===== config.mk =====
export PLATFORM = sky130hd
export DESIGN_NAME = sync_fifo
export DESIGN_NICKNAME = d
export VERILOG_FILES = /design/src/rtl/fifo_pkg.sv /design/src/rtl/fifo_mem.sv /design/src/rtl/sync_fifo.sv
export SDC_FILE = /design/constraint.sdc
export NUM_CORES = 1
export LEC_CHECK = 0
export ABC_AREA = 1
export CAP_MARGIN = 20
export CORE_ASPECT_RATIO = 0.8
export CORE_MARGIN = 1.5
export CORE_UTILIZATION = 50
export CTS_BUF_LIST = sky130_fd_sc_hd__clkbuf_8
export DETAILED_ROUTE_END_ITERATION = 6
export GPL_TIMING_DRIVEN = 0
export HOLD_SLACK_MARGIN = 0.05
export PLACE_DENSITY = 0.68
export SLEW_MARGIN = 40
export SYNTH_ARGS = -nofsm -noshare
export SYNTH_HDL_FRONTEND = slang
export SYNTH_SLANG_ARGS = --single-unit

===== constraint.sdc =====
create_clock -name clk -period 3.3 [get_ports clk]
set_input_delay 0.66 -clock clk [delete_from_list [all_inputs] [get_ports clk]]
set_output_delay 0.66 -clock clk [all_outputs]
set_load 0.02 [all_outputs]

===== src/rtl/fifo_pkg.sv =====
// Shared types and width helpers for the single-clock FIFO and its storage.
package fifo_pkg;

   typedef enum logic {RD_STD, RD_FWFT} rd_mode_e;
   typedef enum logic {ERR_PULSE, ERR_STICKY} err_mode_e;

   // One extra MSB acts as the wrap bit, so full and empty stay distinguishable.
   function automatic int unsigned ptr_w(input int unsigned depth);
      return $clog2(depth) + 1;
   endfunction

   function automatic int unsigned cnt_w(input int unsigned depth);
      return $clog2(depth) + 1;
   endfunction

endpackage


===== src/rtl/fifo_mem.sv =====
// WIDTH x DEPTH flop storage with one synchronous write port and one asynchronous read port.
module fifo_mem
   import fifo_pkg::*;
#(
   parameter int unsigned WIDTH = 8,
   parameter int unsigned DEPTH = 16
) (
   input  logic                     clk,
   input  logic                     we,
   input  logic [$clog2(DEPTH)-1:0] waddr,
   input  logic [WIDTH-1:0]         wdata,
   input  logic [$clog2(DEPTH)-1:0] raddr,
   output logic [WIDTH-1:0]         rdata
);

   logic [WIDTH-1:0] mem_q [DEPTH];

   always_ff @(posedge clk) begin
      if (we) begin
         mem_q[waddr] <= wdata;
      end
   end

   assign rdata = mem_q[raddr];

endmodule


===== src/rtl/sync_fifo.sv =====
// Single-clock FIFO: count, almost-full/empty thresholds, standard or FWFT read, pulse or sticky errors.
module sync_fifo
   import fifo_pkg::*;
#(
   parameter int unsigned WIDTH      = 8,
   parameter int unsigned DEPTH      = 16,
   parameter int unsigned FWFT       = 0,
   parameter int unsigned STICKY_ERR = 0,
   parameter int unsigned AFULL_TH   = DEPTH - 2,
   parameter int unsigned AEMPTY_TH  = 2
) (
   input  logic                   clk,
   input  logic                   rst,
   input  logic                   wen,
   input  logic [WIDTH-1:0]       wdata,
   input  logic                   ren,
   output logic [WIDTH-1:0]       rdata,
   output logic                   rvalid,
   output logic                   full,
   output logic                   empty,
   output logic                   almost_full,
   output logic                   almost_empty,
   output logic                   overflow,
   output logic                   underflow,
   output logic [$clog2(DEPTH):0] count
);

   localparam int unsigned PW = ptr_w(DEPTH);
   localparam int unsigned CW = cnt_w(DEPTH);
   localparam int unsigned AW = PW - 1;
   localparam rd_mode_e  RD_MODE  = (FWFT != 0) ? RD_FWFT : RD_STD;
   localparam err_mode_e ERR_MODE = (STICKY_ERR != 0) ? ERR_STICKY : ERR_PULSE;
   localparam logic [CW-1:0] DEPTH_C  = CW'(DEPTH);
   localparam logic [CW-1:0] AFULL_C  = CW'(AFULL_TH);
   localparam logic [CW-1:0] AEMPTY_C = CW'(AEMPTY_TH);

   if (WIDTH < 1) begin : g_bad_width
      $error("sync_fifo: WIDTH must be >= 1");
   end
   if (DEPTH < 4 || (DEPTH & (DEPTH - 1)) != 0) begin : g_bad_depth
      $error("sync_fifo: DEPTH must be a power of 2 and >= 4");
   end
   if (FWFT > 1 || STICKY_ERR > 1) begin : g_bad_mode
      $error("sync_fifo: FWFT and STICKY_ERR must be 0 or 1");
   end
   if (AFULL_TH < 1 || AFULL_TH > DEPTH) begin : g_bad_afull
      $error("sync_fifo: AFULL_TH must be in 1..DEPTH");
   end
   if (AEMPTY_TH > DEPTH - 1) begin : g_bad_aempty
      $error("sync_fifo: AEMPTY_TH must be in 0..DEPTH-1");
   end

   logic [PW-1:0]    wr_ptr_q, wr_ptr_d;
   logic [PW-1:0]    rd_ptr_q, rd_ptr_d;
   logic [CW-1:0]    count_q, count_d;
   logic [WIDTH-1:0] rdata_q, rdata_d;
   logic             rvalid_q, rvalid_d;
   logic             overflow_q, overflow_d;
   logic             underflow_q, underflow_d;
   logic             wr_acc, rd_acc;
   logic [WIDTH-1:0] head;

   fifo_mem #(
      .WIDTH(WIDTH),
      .DEPTH(DEPTH)
   ) u_mem (
      .clk  (clk),
      .we   (wr_acc),
      .waddr(wr_ptr_q[AW-1:0]),
      .wdata(wdata),
      .raddr(rd_ptr_q[AW-1:0]),
      .rdata(head)
   );

   // Acceptance uses the registered flags, so a full FIFO never writes through and an empty one never reads through.
   always_comb begin
      wr_acc      = wen && !full;
      rd_acc      = ren && !empty;
      wr_ptr_d    = wr_ptr_q + PW'(wr_acc);
      rd_ptr_d    = rd_ptr_q + PW'(rd_acc);
      count_d     = wr_ptr_d - rd_ptr_d;
      rdata_d     = rd_acc ? head : rdata_q;
      rvalid_d    = rd_acc;
      overflow_d  = (wen && full)  || (ERR_MODE == ERR_STICKY && overflow_q);
      underflow_d = (ren && empty) || (ERR_MODE == ERR_STICKY && underflow_q);
   end

   always_ff @(posedge clk) begin
      if (rst) begin
         wr_ptr_q    <= '0;
         rd_ptr_q    <= '0;
         count_q     <= '0;
         rdata_q     <= '0;
         rvalid_q    <= 1'b0;
         overflow_q  <= 1'b0;
         underflow_q <= 1'b0;
      end else begin
         wr_ptr_q    <= wr_ptr_d;
         rd_ptr_q    <= rd_ptr_d;
         count_q     <= count_d;
         rdata_q     <= rdata_d;
         rvalid_q    <= rvalid_d;
         overflow_q  <= overflow_d;
         underflow_q <= underflow_d;
      end
   end

   always_comb begin
      count        = count_q;
      full         = (count_q == DEPTH_C);
      empty        = (count_q == '0);
      almost_full  = (count_q >= AFULL_C);
      almost_empty = (count_q <= AEMPTY_C);
      overflow     = overflow_q;
      underflow    = underflow_q;
      rdata        = (RD_MODE == RD_FWFT) ? head : rdata_q;
      rvalid       = (RD_MODE == RD_FWFT) ? !empty : rvalid_q;
   end

endmodule


==> results.py, run 1 <==
metrics = {
    "finish": {
        "antenna_diode_instance_count": 0,
        "finalNonFillerCells": 920,
        "filler_cell_count": 1104,
        "footprint_of_the_multi_input_gates_mm2": 0.00175,
        "layout.nets": 753,
        "share_of_layout_cells_above_drive_strength_1_pct": 9.26,
        "areaGrowthSynthToFinish_pct": 14.0,
        "ff_latch_area_mm2": 0.00436,
    },
    "critical_path": {
        "required_ps": 3650,
        "critical_path.reg2reg.startpoint": "count[3]",
        "cp_top_family": "buffers and inverters",
        "critical_path.slowest_cell": "sky130_fd_sc_hd__clkdlybuf4s50_1",
        "regToRegEndpoint": "count[4]",
        "kind_of_end_point_of_the_critical_path": "flop",
        "crit_path_frequent_cell": "sky130_fd_sc_hd__nand2_1",
        "cp.buffers_inverters": 4,
        "worstSetupPathDepth": 17,
        "critical-path-max-stage-delay_ps": 480,
        "reg2reg_setup_slack_ps": 660,
        "critPathKind": "input port to flop",
        "startpoint_type": "input port",
        "cp_max_fo": 5,
        "worst_path_cell_chain": "clkdlybuf4s50_1, nand2_1, inv_1, ha_1, ha_1, nand2_1, inv_1, nor2_1, ha_1, nand2_1, nand2_1, a21oi_1, inv_1, nand2_1, nand3_1, nand2_1, nor2_1",
        "critPathArrivalTime_ps": 3000,
        "reg2reg_depth": 17,
    },
    "routing": {
        "routed_via_density": 5.15,
        "post_drt_wl_per_cell_um": 16.9,
        "detail_route.first_pass.iterations": 6,
        "detailroute.via_count": 4741,
        "route.detailed.drc": 0,
        "wl_um": 15500,
        "drt_first_iter_violations": 471,
        "final_antenna_net_count": 0,
    },
    "yosys": {
        "synth.largest_area_cell": "sky130_fd_sc_hd__edfxtp_1",
        "seq_area_frac_synth_pct": 65.4,
        "synth.ff_latch_count": 154,
        "synth_top_area_share_pct": 57.6,
        "synth_enable_flop_cells": 128,
        "synthDistinctLibCells": 23,
        "leading_cell_type_by_number_of_instances_after_synthesis": "sky130_fd_sc_hd__nand2_1",
        "netlist_instances": 682,
        "synthesis.yosys.warnings": 0,
        "post_synth_main_area_contributors": "sky130_fd_sc_hd__edfxtp_1, sky130_fd_sc_hd__nand2_1, sky130_fd_sc_hd__dfxtp_1",
        "asyncSetResetFlopFracSynth_pct": 0,
        "postSynth.topFlopCell": "sky130_fd_sc_hd__edfxtp_1",
        "syn_nets": 703,
        "synth_common_cells": "sky130_fd_sc_hd__nand2_1, sky130_fd_sc_hd__edfxtp_1, sky130_fd_sc_hd__inv_1",
        "mappedNetlistArea_mm2": 0.00667,
        "avgSynthCellArea_um2": 9.78,
    },
    "clocking": {
        "numCtsBuffers": 17,
        "cts-hold-fix-buffers": 0,
        "postCtsSetupRepairBufs": 0,
        "cts.repair.resized": 0,
        "cts.root.buffer_cell": "sky130_fd_sc_hd__clkbuf_8",
        "cts-root-to-sink-buffers": 2,
        "cts_num_sinks": 154,
        "cts_htree_levels": 4,
        "cts_tree": "done",
        "cts.reportedPaths.clkPinSlew_ps": 90,
        "insertion_delay_ps": 450,
    },
    "power_and_ir_drop": {
        "power.leakage_uw": 0.00328,
        "cellPowerDensity_mw_per_mm2": 735,
        "ir_drop_v": 0.000353,
    },
    "global_routing": {
        "groute.layer.met1.usage_pct": 32.4,
        "grt_first_pass_wirelength_um": 23800,
        "vias_in_the_first_global_route": 4610,
        "pin_count_of_the_biggest_net_entering_global_routing": 17,
        "grt-ovfl-total": 0,
        "grt_usage_pct": 23.2,
        "initial_antenna_violation_count": 0,
        "grt_use_met3_pct": 5.25,
        "met2_usage_grt_pct": 35.2,
        "grt_busiest_layer": "met2",
    },
    "worst_hold_path": {
        "min_path_type": "flop to flop",
        "hold-path-cell-count": 4,
        "hold_end": "rdata[1]",
        "timing.hold.worst.start": "rdata[1]",
    },
    "floorplan": {
        "dieHeight_um": 106,
        "initial_util_pct": 51.5,
        "placementRows": 37,
        "top_level_ports": 32,
        "core_mm2": 0.0130,
        "design.die.area_mm2": 0.0140,
        "die_w_um": 132,
    },
    "timing": {
        "final_max_slew_viol_count": 0,
        "relative_slew_slack_pct": 44.8,
        "fin_tns_setup_ps": 0,
        "holdWs_ps": 540,
        "final_number_of_hold_violating_endpoints": 0,
        "max_clock_freq_mhz": 378,
        "grt_setup_unrepaired": "no",
        "fin_crit_sh_pct": 80.2,
        "period_needed_ps": 2650,
        "tightest_slew_ps": 826,
        "clock_skew_ps": 11.0,
        "timing.final.setup_violations": 0,
    },
    "run": {
        "max_cap_violations": 0,
    },
    "run_status": {
        "outcome": "finished, final reports clean",
    },
    "place": {
        "gp_congestion": 0.922,
        "placement.io_buffers": 31,
        "place.detailed.instances": 888,
        "dp_wirelength_um": 10500,
    },
}
## layer usage
layer	part of all wire (%)	vias up	wire, µm
met5	0	-	0
met4	1.9	0	303
met3	7.4	30	1150
met2	46	192	7110
met1	45	2237	6980
li1	-	2282	-
## flip-flops by register name, summed over array words and instances (netlist names)
signal and cells:
rvalid 1, rdata 8, wr_ptr_q 5, count 5
underflow 1, overflow 1, rd_ptr_q 5, u_mem.mem_q 128
## tightest hold or removal path, cell delays in order, from the launching register on
cell and delay (ps):
sky130_fd_sc_hd__dfxtp_1 320, sky130_fd_sc_hd__nand2_1 60, sky130_fd_sc_hd__nand2_1 50, sky130_fd_sc_hd__nand2_1 50
sky130_fd_sc_hd__inv_1 30
## kinds of logic (layout without fill, tap and decap cells)
logic type,count (synthesis),in the layout,share of synthesized area [%]
compound gates,7,7,0.563
xor+xnor,3,3,0.394
fa+ha+maj,9,9,1.80
buf+inv,128,191,8.48
flops,154,154,65.4
simple gates,381,381,23.3
## final cells by class
class                   count  share of cell area (%)
plain buffers              26                    2.37
clock inverters            15                    2.17
well taps                 175                    2.88
flip-flops and latches    154                    57.4
repair buffers             31                    4.01
inverters                 102                    5.07
clock buffers              17                    3.08
multi-input cells         400                    23.1
## how the worst max path moves through the flow
stage	end	from	slack [ps]
floorplan	count[4]	count[3]	930
global placement	count[4]	wen	280
detailed placement	count[4]	wen	240
CTS	count[4]	count[3]	710
global route	count[4]	count[3]	450
finish	count[4]	wen	650
## where the power goes
group / total [µW] / switching, µW / internal, µW
Clock: 1440 / 748 / 687
Combinational: 1840 / 1170 / 666
Sequential: 2320 / 71.8 / 2250
Total: 5590 / 1990 / 3600
## stage by stage
step / utilization [%] / power (µW) / area [µm²] / setup slack, ps
3_3_place_gp: 55.6 / 4130 / 7200 / 283
3_5_place_dp: 55.6 / 4170 / 7200 / 237
4_1_cts: 58.6 / 5590 / 7600 / 706
2_1_floorplan: - / 3540 / 6670 / 926
6_report: 58.7 / 5590 / 7610 / 653
5_1_grt: 58.7 / 5870 / 7610 / 455
## cell usage in the layout (no fill, tap or decap), types with 5 or more instances in the layout
cell,Yosys,final
sky130_fd_sc_hd__nor2_1,37,32
sky130_fd_sc_hd__ha_1,8,8
sky130_fd_sc_hd__nand3_1,93,93
sky130_fd_sc_hd__buf_2,15,16
sky130_fd_sc_hd__clkbuf_8,0,17
sky130_fd_sc_hd__buf_6,7,7
sky130_fd_sc_hd__inv_6,0,5
sky130_fd_sc_hd__inv_1,97,98
sky130_fd_sc_hd__clkdlybuf4s50_1,0,30
sky130_fd_sc_hd__nor2_2,1,6
sky130_fd_sc_hd__edfxtp_1,128,128
sky130_fd_sc_hd__nand2_1,246,246
sky130_fd_sc_hd__dfxtp_1,26,26
Power figures use the tool's default switching activity.
==> run 2: changes to the inputs <==
==> constraint.sdc (replaced) <==
create_clock -name clk -period 2.7 [get_ports clk]
set_input_delay 0.54 -clock clk [delete_from_list [all_inputs] [get_ports clk]]
set_output_delay 0.54 -clock clk [all_outputs]
set_load 0.02 [all_outputs]
==> results.py, run 2 (synthesized netlist as in run 1, its figures left out) <==
metrics = {
    "run_status": {
        "outcome": "finished, final reports clean",
    },
    "clocking": {
        "numCtsBuffers": 17,
        "cts.root.buffer_cell": "sky130_fd_sc_hd__clkbuf_8",
        "cts_tree": "done",
        "insertion_delay_ps": 450,
        "cts_htree_levels": 4,
        "cts-hold-fix-buffers": 0,
        "cts_num_sinks": 154,
        "cts.reportedPaths.clkPinSlew_ps": 90,
        "cts-root-to-sink-buffers": 2,
    },
    "timing": {
        "tightest_slew_ps": 859,
        "fin_crit_sh_pct": 94.1,
        "final_number_of_hold_violating_endpoints": 0,
        "timing.final.setup_violations": 0,
        "fin_tns_setup_ps": 0,
        "final_max_slew_viol_count": 0,
        "max_clock_freq_mhz": 394,
        "period_needed_ps": 2540,
        "clock_skew_ps": 11.9,
        "relative_slew_slack_pct": 42.5,
    },
    "power_and_ir_drop": {
        "p_seq_share_pct": 41.4,
        "netSwitchingFraction_pct": 35.6,
        "combinational_group_share_of_total_power_pct": 33.0,
        "power.leakage_uw": 0.00328,
        "cellPowerDensity_mw_per_mm2": 899,
        "clockPowerShare_pct": 25.6,
        "power_report.internal_total_uw": 4410,
        "switching_power_uw": 2440,
        "ir_drop_v": 0.000434,
    },
    "critical_path": {
        "critPathKind": "flop to flop",
        "cp.buffers_inverters": 4,
        "cp_top_family": "adder cells",
        "kind_of_end_point_of_the_critical_path": "flop",
        "worst_path_cell_chain": "nor2_2, nand4_1, nand2_1, inv_1, ha_1, ha_2, inv_1, fa_1, inv_1, nand2_1, nand2_1, a21oi_1, inv_1, nand2_1, a21oi_1, nor2_1",
        "reg2reg_setup_slack_ps": 160,
        "critPathArrivalTime_ps": 2900,
        "startpoint_type": "flop",
        "required_ps": 3060,
        "critical_path.reg2reg.startpoint": "count[3]",
        "reg2reg_depth": 16,
        "critical-path-max-stage-delay_ps": 380,
        "critical_path.slowest_cell": "sky130_fd_sc_hd__fa_1",
        "regToRegEndpoint": "count[4]",
        "cp_max_fo": 5,
        "cp-startpoint": "count[3]",
    },
    "floorplan": {
        "placementRows": 37,
        "dieHeight_um": 106,
        "core_mm2": 0.0130,
        "design.die.area_mm2": 0.0140,
        "die_w_um": 132,
        "initial_util_pct": 51.5,
        "top_level_ports": 32,
    },
    "routing": {
        "detailroute.via_count": 4741,
        "routed_via_density": 5.15,
        "post_drt_wl_per_cell_um": 16.9,
        "wl_um": 15600,
        "final_antenna_net_count": 0,
        "route.detailed.drc": 0,
        "detail_route.first_pass.iterations": 5,
        "drt_first_iter_violations": 497,
    },
    "finish": {
        "areaGrowthSynthToFinish_pct": 14.3,
        "layout.nets": 754,
        "register_bank_with_the_most_flops": "u_mem.mem_q",
        "layout_common_cells": "sky130_fd_sc_hd__nand2_1, sky130_fd_sc_hd__edfxtp_1, sky130_fd_sc_hd__inv_1",
        "antenna_diode_instance_count": 0,
        "finalNonFillerCells": 921,
        "final_common_cell": "sky130_fd_sc_hd__nand2_1",
        "share_of_layout_cells_above_drive_strength_1_pct": 9.92,
        "largest_register_ff_count": 128,
    },
    "worst_hold_path": {
        "timing.hold.worst.start": "rdata[1]",
        "hold_end": "rdata[1]",
        "min_path_type": "flop to flop",
        "hold-path-cell-count": 4,
    },
    "place": {
        "placement.io_buffers": 31,
        "place.detailed.instances": 888,
        "dp_wirelength_um": 10500,
        "gp_congestion": 0.922,
    },
    "global_routing": {
        "grt_usage_pct": 23.2,
        "grt-ovfl-total": 0,
        "pin_count_of_the_biggest_net_entering_global_routing": 17,
        "grt_first_pass_wirelength_um": 23800,
        "initial_antenna_violation_count": 0,
        "vias_in_the_first_global_route": 4610,
    },
    "run": {
        "max_cap_violations": 0,
    },
}
[run 2: cell type report]
type / instances / area [µm²]
multi-input cells: 400 / 1760
repair buffers: 32 / 313
clock inverters: 15 / 165
inverters: 102 / 385
flip-flops and latches: 154 / 4370
plain buffers: 26 / 180
clock buffers: 17 / 234
fillers: 1106 / 5340
well taps: 175 / 219
[run 2: worst max path at each step]
stage | end | slack [ps] | cells after the start
detailed placement | count[4] | -240 | 15
CTS | count[4] | 110 | 15
finish | count[4] | 160 | 16
global placement | count[4] | -200 | 15
floorplan | count[4] | 330 | 15
global route | count[4] | -20 | 15
[run 2: worst min-delay path: stages, from the launching register on]
cell and delay (ps):
sky130_fd_sc_hd__dfxtp_1 320, sky130_fd_sc_hd__nand2_1 60, sky130_fd_sc_hd__nand2_1 50, sky130_fd_sc_hd__nand2_1 50, sky130_fd_sc_hd__inv_1 30
[run 2: routing by layer]
layer | track usage, % | vias to the layer above | wire [µm]
li1 | - | 2287 | -
met4 | 10.1 | 0 | 326
met2 | 35.2 | 201 | 7090
met5 | 0 | - | 0
met3 | 5.25 | 32 | 1150
met1 | 32.4 | 2221 | 7020
[run 2: power by group through the flow]
stage | Sequential, µW | Clock [µW] | Combinational (µW)
2_1_floorplan | 2990 | 0 | 1340
3_3_place_gp | 2880 | 0 | 2170
6_report | 2840 | 1750 | 2260
3_5_place_dp | 2890 | 0 | 2210
4_1_cts | 2830 | 1760 | 2230
5_1_grt | 2860 | 1850 | 2490
[run 2: repair_timing]
item                                    CTS  global route
endpoints found under the setup margin    0             1
hold endpoints to repair                  0             0
setup buffers                             0             1
gates resized for setup                   0             4
[run 2: stage by stage]
stage / util (%) / worst slack (ps) / cell area, µm² / total power (µW) / hold slack [ps]
finish: 58.8 / 159 / 7620 / 6850 / 540
global route: 58.8 / -21.4 / 7620 / 7190 / 556
CTS: 58.6 / 106 / 7600 / 6830 / 546
detailed placement: 55.6 / -243 / 7200 / 5100 / 529
global placement: 55.6 / -197 / 7200 / 5050 / 501
floorplan: - / 326 / 6670 / 4330 / 487
==> run 3: changes to the inputs <==
--- a/config.mk
+++ b/config.mk
@@ -6,7 +6,6 @@
 export NUM_CORES = 1
 export LEC_CHECK = 0
 export ABC_AREA = 1
-export CAP_MARGIN = 20
 export CORE_ASPECT_RATIO = 0.8
 export CORE_MARGIN = 1.5
 export CORE_UTILIZATION = 50
@@ -15,6 +14,7 @@
 export GPL_TIMING_DRIVEN = 0
 export HOLD_SLACK_MARGIN = 0.05
 export PLACE_DENSITY = 0.68
+export RECOVER_POWER = 25
 export SLEW_MARGIN = 40
 export SYNTH_ARGS = -nofsm -noshare
 export SYNTH_HDL_FRONTEND = slang
==> constraint.sdc (replaced) <==
create_clock -name clk -period 2.4 [get_ports clk]
set_input_delay 0.48 -clock clk [delete_from_list [all_inputs] [get_ports clk]]
set_output_delay 0.48 -clock clk [all_outputs]
set_load 0.02 [all_outputs]
==> results.py, run 3 (synthesized netlist as in run 1, its figures left out) <==
metrics = {
    "power_and_ir_drop": {
        "power_report.internal_total_uw": 5050,
        "switching_power_uw": 2800,
        "power_uw": 7840,
        "cellPowerDensity_mw_per_mm2": 1010,
        "combinational_group_share_of_total_power_pct": 34.1,
        "clockPowerShare_pct": 25.1,
        "netSwitchingFraction_pct": 35.6,
        "power.leakage_uw": 0.00331,
        "ir_drop_v": 0.000493,
        "p_seq_share_pct": 40.8,
    },
    "floorplan": {
        "dieHeight_um": 106,
        "design.die.area_mm2": 0.0140,
        "core_mm2": 0.0130,
        "initial_util_pct": 51.5,
        "die_w_um": 132,
        "placementRows": 37,
        "top_level_ports": 32,
    },
    "critical_path": {
        "worst_path_cell_chain": "nor2_4, nand4_1, buf_4, inv_1, clkdlybuf4s50_1",
        "critical_path.slowest_cell": "sky130_fd_sc_hd__clkdlybuf4s50_1",
        "regToRegEndpoint": "count[4]",
        "startpoint_type": "flop",
        "cp_max_fo": 3,
        "critical-path-max-stage-delay_ps": 600,
        "critPathArrivalTime_ps": 1840,
        "critPathKind": "flop to output port",
        "critical_path.reg2reg.startpoint": "count[2]",
        "reg2reg_depth": 15,
        "cp_top_family": "buffers and inverters",
        "kind_of_end_point_of_the_critical_path": "output port",
        "reg2reg_setup_slack_ps": 80,
        "required_ps": 1920,
        "cp.buffers_inverters": 3,
    },
    "finish": {
        "layout.nets": 760,
        "areaGrowthSynthToFinish_pct": 15.9,
        "register_bank_with_the_most_flops": "u_mem.mem_q",
        "largest_register_ff_count": 128,
        "layout_common_cells": "sky130_fd_sc_hd__nand2_1, sky130_fd_sc_hd__edfxtp_1, sky130_fd_sc_hd__inv_1",
        "final_common_cell": "sky130_fd_sc_hd__nand2_1",
        "share_of_layout_cells_above_drive_strength_1_pct": 11.8,
    },
    "routing": {
        "routed_via_density": 5.15,
        "post_drt_wl_per_cell_um": 16.9,
        "detail_route.first_pass.iterations": 6,
        "route.detailed.drc": 0,
        "drt_first_iter_violations": 496,
        "wl_um": 15700,
        "detailroute.via_count": 4781,
        "final_antenna_net_count": 0,
    },
    "global_routing": {
        "vias_in_the_first_global_route": 4658,
        "grt-ovfl-total": 0,
        "grt_first_pass_wirelength_um": 23900,
        "initial_antenna_violation_count": 0,
        "pin_count_of_the_biggest_net_entering_global_routing": 17,
        "grt_usage_pct": 23.4,
    },
    "worst_hold_path": {
        "min_path_type": "flop to flop",
        "hold-path-cell-count": 4,
        "hold_end": "rdata[1]",
        "timing.hold.worst.start": "rdata[1]",
    },
    "clocking": {
        "cts_num_sinks": 154,
        "cts_tree": "done",
        "cts_htree_levels": 4,
        "cts-root-to-sink-buffers": 2,
        "cts.reportedPaths.clkPinSlew_ps": 90,
        "numCtsBuffers": 17,
        "cts.root.buffer_cell": "sky130_fd_sc_hd__clkbuf_8",
        "insertion_delay_ps": 450,
    },
    "timing": {
        "final_max_slew_viol_count": 0,
        "period_needed_ps": 2320,
        "clock_skew_ps": 8.81,
        "fin_crit_sh_pct": 96.8,
        "timing.final.setup_violations": 0,
        "max_clock_freq_mhz": 430,
        "relative_slew_slack_pct": 34.1,
        "holdWs_ps": 539,
        "final_number_of_hold_violating_endpoints": 0,
        "tightest_slew_ps": 988,
        "fin_tns_setup_ps": 0,
    },
    "place": {
        "placement.io_buffers": 31,
        "gp_congestion": 0.922,
        "dp_wirelength_um": 10500,
    },
    "run": {
        "max_cap_violations": 0,
    },
    "run_status": {
        "outcome": "finished, final reports clean",
    },
}
[run 3: cell types whose count changed in the layout (fill, tap and decap cells not counted), moves of 2 or more]
cell,delta
sky130_fd_sc_hd__ha_1,-3
sky130_fd_sc_hd__ha_4,+3
sky130_fd_sc_hd__a21oi_1,-2
sky130_fd_sc_hd__a21oi_2,+2
sky130_fd_sc_hd__nand2_1,-2
sky130_fd_sc_hd__nand2_2,+2
sky130_fd_sc_hd__buf_4,+6
sky130_fd_sc_hd__dlygate4sd3_1,+5
sky130_fd_sc_hd__clkdlybuf4s50_1,-5
[run 3: what timing repair did]
item                                    in CTS  in global routing
endpoints found under the hold margin        0                  0
hold buffers                                 0                  0
resized for setup                            8                 11
setup buffers                                3                  4
endpoints found under the setup margin       2                  2
pin swaps                                    4                  5
[run 3: cell type report]
class	count	area, µm²
plain buffers	26	180
inverters	102	390
diodes	1	2.50
well taps	175	219
multi-input cells	400	1820
fillers	1089	5230
clock inverters	15	165
clock buffers	17	234
flip-flops and latches	154	4370
repair buffers	38	357
[run 3: worst reg2reg max path, cell delays in order, from the launching register on]
cell	delay (ps)
sky130_fd_sc_hd__dfxtp_2	340
sky130_fd_sc_hd__nor2_4	110
sky130_fd_sc_hd__nand4_1	130
sky130_fd_sc_hd__nand2_2	140
sky130_fd_sc_hd__clkinv_4	80
sky130_fd_sc_hd__ha_1	300
sky130_fd_sc_hd__ha_2	210
sky130_fd_sc_hd__fa_1	350
sky130_fd_sc_hd__inv_1	70
sky130_fd_sc_hd__nand2_1	60
sky130_fd_sc_hd__nand2_1	70
sky130_fd_sc_hd__a21oi_2	60
sky130_fd_sc_hd__inv_1	50
sky130_fd_sc_hd__nand2_1	70
sky130_fd_sc_hd__a21oi_2	120
sky130_fd_sc_hd__nor2_1	50
[run 3: through the flow]
step / worst slack, ps / cell area [µm²] / util [%] / instances
6_report: 76.7 / 7730 / 59.7 / 928
5_1_grt: -60.9 / 7730 / 59.6 / 927
4_1_cts: 2.11 / 7650 / 59.0 / 923
3_5_place_dp: -483 / 7200 / 55.6 / 888
3_3_place_gp: -437 / 7200 / 55.6 / 888
2_1_floorplan: 26.0 / 6670 / - / 682
[run 3: worst max-delay path by stage]
stage | start | to | slack (ps) | cells after the start
CTS | count[2] | count[4] | 2 | 17
finish | count[2] | empty | 80 | 5
global route | count[2] | count[4] | -60 | 15
global placement | wen | count[4] | -440 | 15
detailed placement | wen | count[4] | -480 | 15
floorplan | count[3] | count[4] | 30 | 15
[run 3: layer usage]
| metal | up-vias | routed length, µm | GRT usage, % |
|---|---|---|---|
| met5 | - | 0 | 0 |
| met1 | 2241 | 7000 | 32.3 |
| li1 | 2301 | - | - |
| met2 | 198 | 7110 | 35.6 |
| met4 | 0 | 389 | 10.2 |
| met3 | 41 | 1210 | 5.53 |
[run 3: power by group through the flow]
stage	combinational [µW]	clock [µW]	sequential, µW
after detailed placement	2490	0	3250
final	2670	1970	3200
after global routing	2930	2080	3220
after global placement	2440	0	3240
after floorplan	1510	0	3360
after CTS	2560	1980	3200
==> RTL edit, RTL diff (config.mk and constraints of run 3) <==
`DEPTH` is set to 16 in 2 places; all go to 32.
--- a/src/rtl/fifo_mem.sv
+++ b/src/rtl/fifo_mem.sv
@@ -3,7 +3,7 @@
    import fifo_pkg::*;
 #(
    parameter int unsigned WIDTH = 8,
-   parameter int unsigned DEPTH = 16
+   parameter int unsigned DEPTH = 32
 ) (
    input  logic                     clk,
    input  logic                     we,
--- a/src/rtl/sync_fifo.sv
+++ b/src/rtl/sync_fifo.sv
@@ -3,7 +3,7 @@
    import fifo_pkg::*;
 #(
    parameter int unsigned WIDTH      = 8,
-   parameter int unsigned DEPTH      = 16,
+   parameter int unsigned DEPTH      = 32,
    parameter int unsigned FWFT       = 0,
    parameter int unsigned STICKY_ERR = 0,
    parameter int unsigned AFULL_TH   = DEPTH - 2,
Ports: changed (resized count); port bits go from 32 to 33. The function was not compared with the original's and may differ.
==> RTL edit against run 3 <==
  * Worst hold slack got worse by 0.28 ns
  * Synthesized cell count is 69% higher
  * Global-route usage increased by 1.5 points
  * Sequential cell count up 131
  * Synthesized area increased by 79%
  * Setup slack worse by 0.096 ns
  * Routed wire length up 92%
  * Non-clock buffer count is 22 higher
  * Total power up 68%
  * Clock power is 90% higher
  * Design area grew 78%
  * Die area is 77% higher
  * Highest routed layer unchanged
  * The run now ends with max-capacitance violations, max-slew violations, negative setup slack left
==> RTL edit: results (changes against run 3) <==
GPL Wtd Cong 0.885 (-4.0%); failing checks max-capacitance violations, max-slew violations, negative setup slack; metal2 WL 13600 um (+92%); WS Path Type reg2reg; Layout Cells excl Fill 1580 (+70%); Max FO, Critical Path 8 (+5); Max clock buf depth 3 (+1); Hold Startpoint rst; drt total wl 30100 um (+92%); Post-synth EDFFs 256 (+100%); Reg2Reg Launch Point count[1]; largest net degree at the start of global routing 33 (+16); post-synthesis sequential area ratio 69.2% (+3.8 points); Post-Place Setup Slack -0.661 ns (-0.178 ns); Mean Syn Cell Area 10.4 sq um (+6.1%); max-slew violations 99 (+99); WL met3 2880 um (+140%); Clock Latency Late Sink 0.56 ns (+0.11 ns); critical path arrival 2.61 ns (+0.77 ns); dpl cell area 0.0126 sq mm (+75%); met1 WL 12800 um (+83%); max cap viols 5 (+5); Commonest cells post-synth nand2_1 (385), edfxtp_1 (256), nor2_1 (173); CTS clk-pin slew, worst paths 0.06 ns (-0.03 ns); Max VDD drop 0.611 mV (+24%); gr usage total 24.9% (+1.5 points); status finished with violations; # setup viols final 17 (+17); Final WS setup -0.0189 ns (-0.0957 ns); max reg flops 256 (+100%)
## RTL edit: cell count changes in the layout (fill, tap and decap cells not counted), sizes merged, moves of 17 or more
cell    before  now
nor2        38  174
inv        108   89
a21oi        4   29
clkbuf      19   63
nand2      247  385
o21ai        2   34
edfxtp     128  256
buf         32   49
## RTL edit: cell type report
class / instances / area, sq um
Fill cell: 1948 / 9700
Inverter: 71 / 272
Sequential cell: 285 / 8280
Clock buffer: 49 / 674
Multi-Input combinational cell: 743 / 3420
Clock inverter: 34 / 139
Timing Repair Buffer: 34 / 290
Tap cell: 312 / 390
Buffer: 52 / 294
## RTL edit: power by group
group          switching [mW]  internal, mW  leakage [nW]  total, mW
sequential              0.108          5.60          2.55       5.71
combinational            2.54          1.21          2.27       3.75
clock                    1.87          1.88         0.485       3.74
total                    4.51          8.69          5.30       13.2
## RTL edit: layer usage
layer,global-route usage [%],up-vias
li1,-,3978
met1,35.1,3990
met2,38.8,384
met3,5.52,67
met4,7.96,0
met5,0,-
## RTL edit: timing repair
action,in CTS,in global routing
pin swaps,6,5
gates cloned,0,0
setup endpoints to repair,262,261
gates resized for setup,38,43
hold buffers,0,0
setup buffers,1,2
## RTL edit: worst max-delay path, cell delays in order, from the launching register on
cell and delay, ns:
dfxtp_4 0.37, nor2_4 0.04, nand3_1 0.12, inv_2 0.06
nor2_4 0.21, nand3_1 0.61, nor2_2 0.64
## RTL edit: kinds of logic after synthesis
| group | count (synthesis) | share of synthesized area (%) |
|---|---|---|
| and+or+nand+nor | 666 | 22.1 |
| DFF | 285 | 69.2 |
| buffers and inverters | 124 | 4.73 |
| AOI/OAI and AO/OA | 64 | 2.70 |
| adders and majority gates | 9 | 1.01 |
| xor gates and xnor gates | 4 | 0.293 |
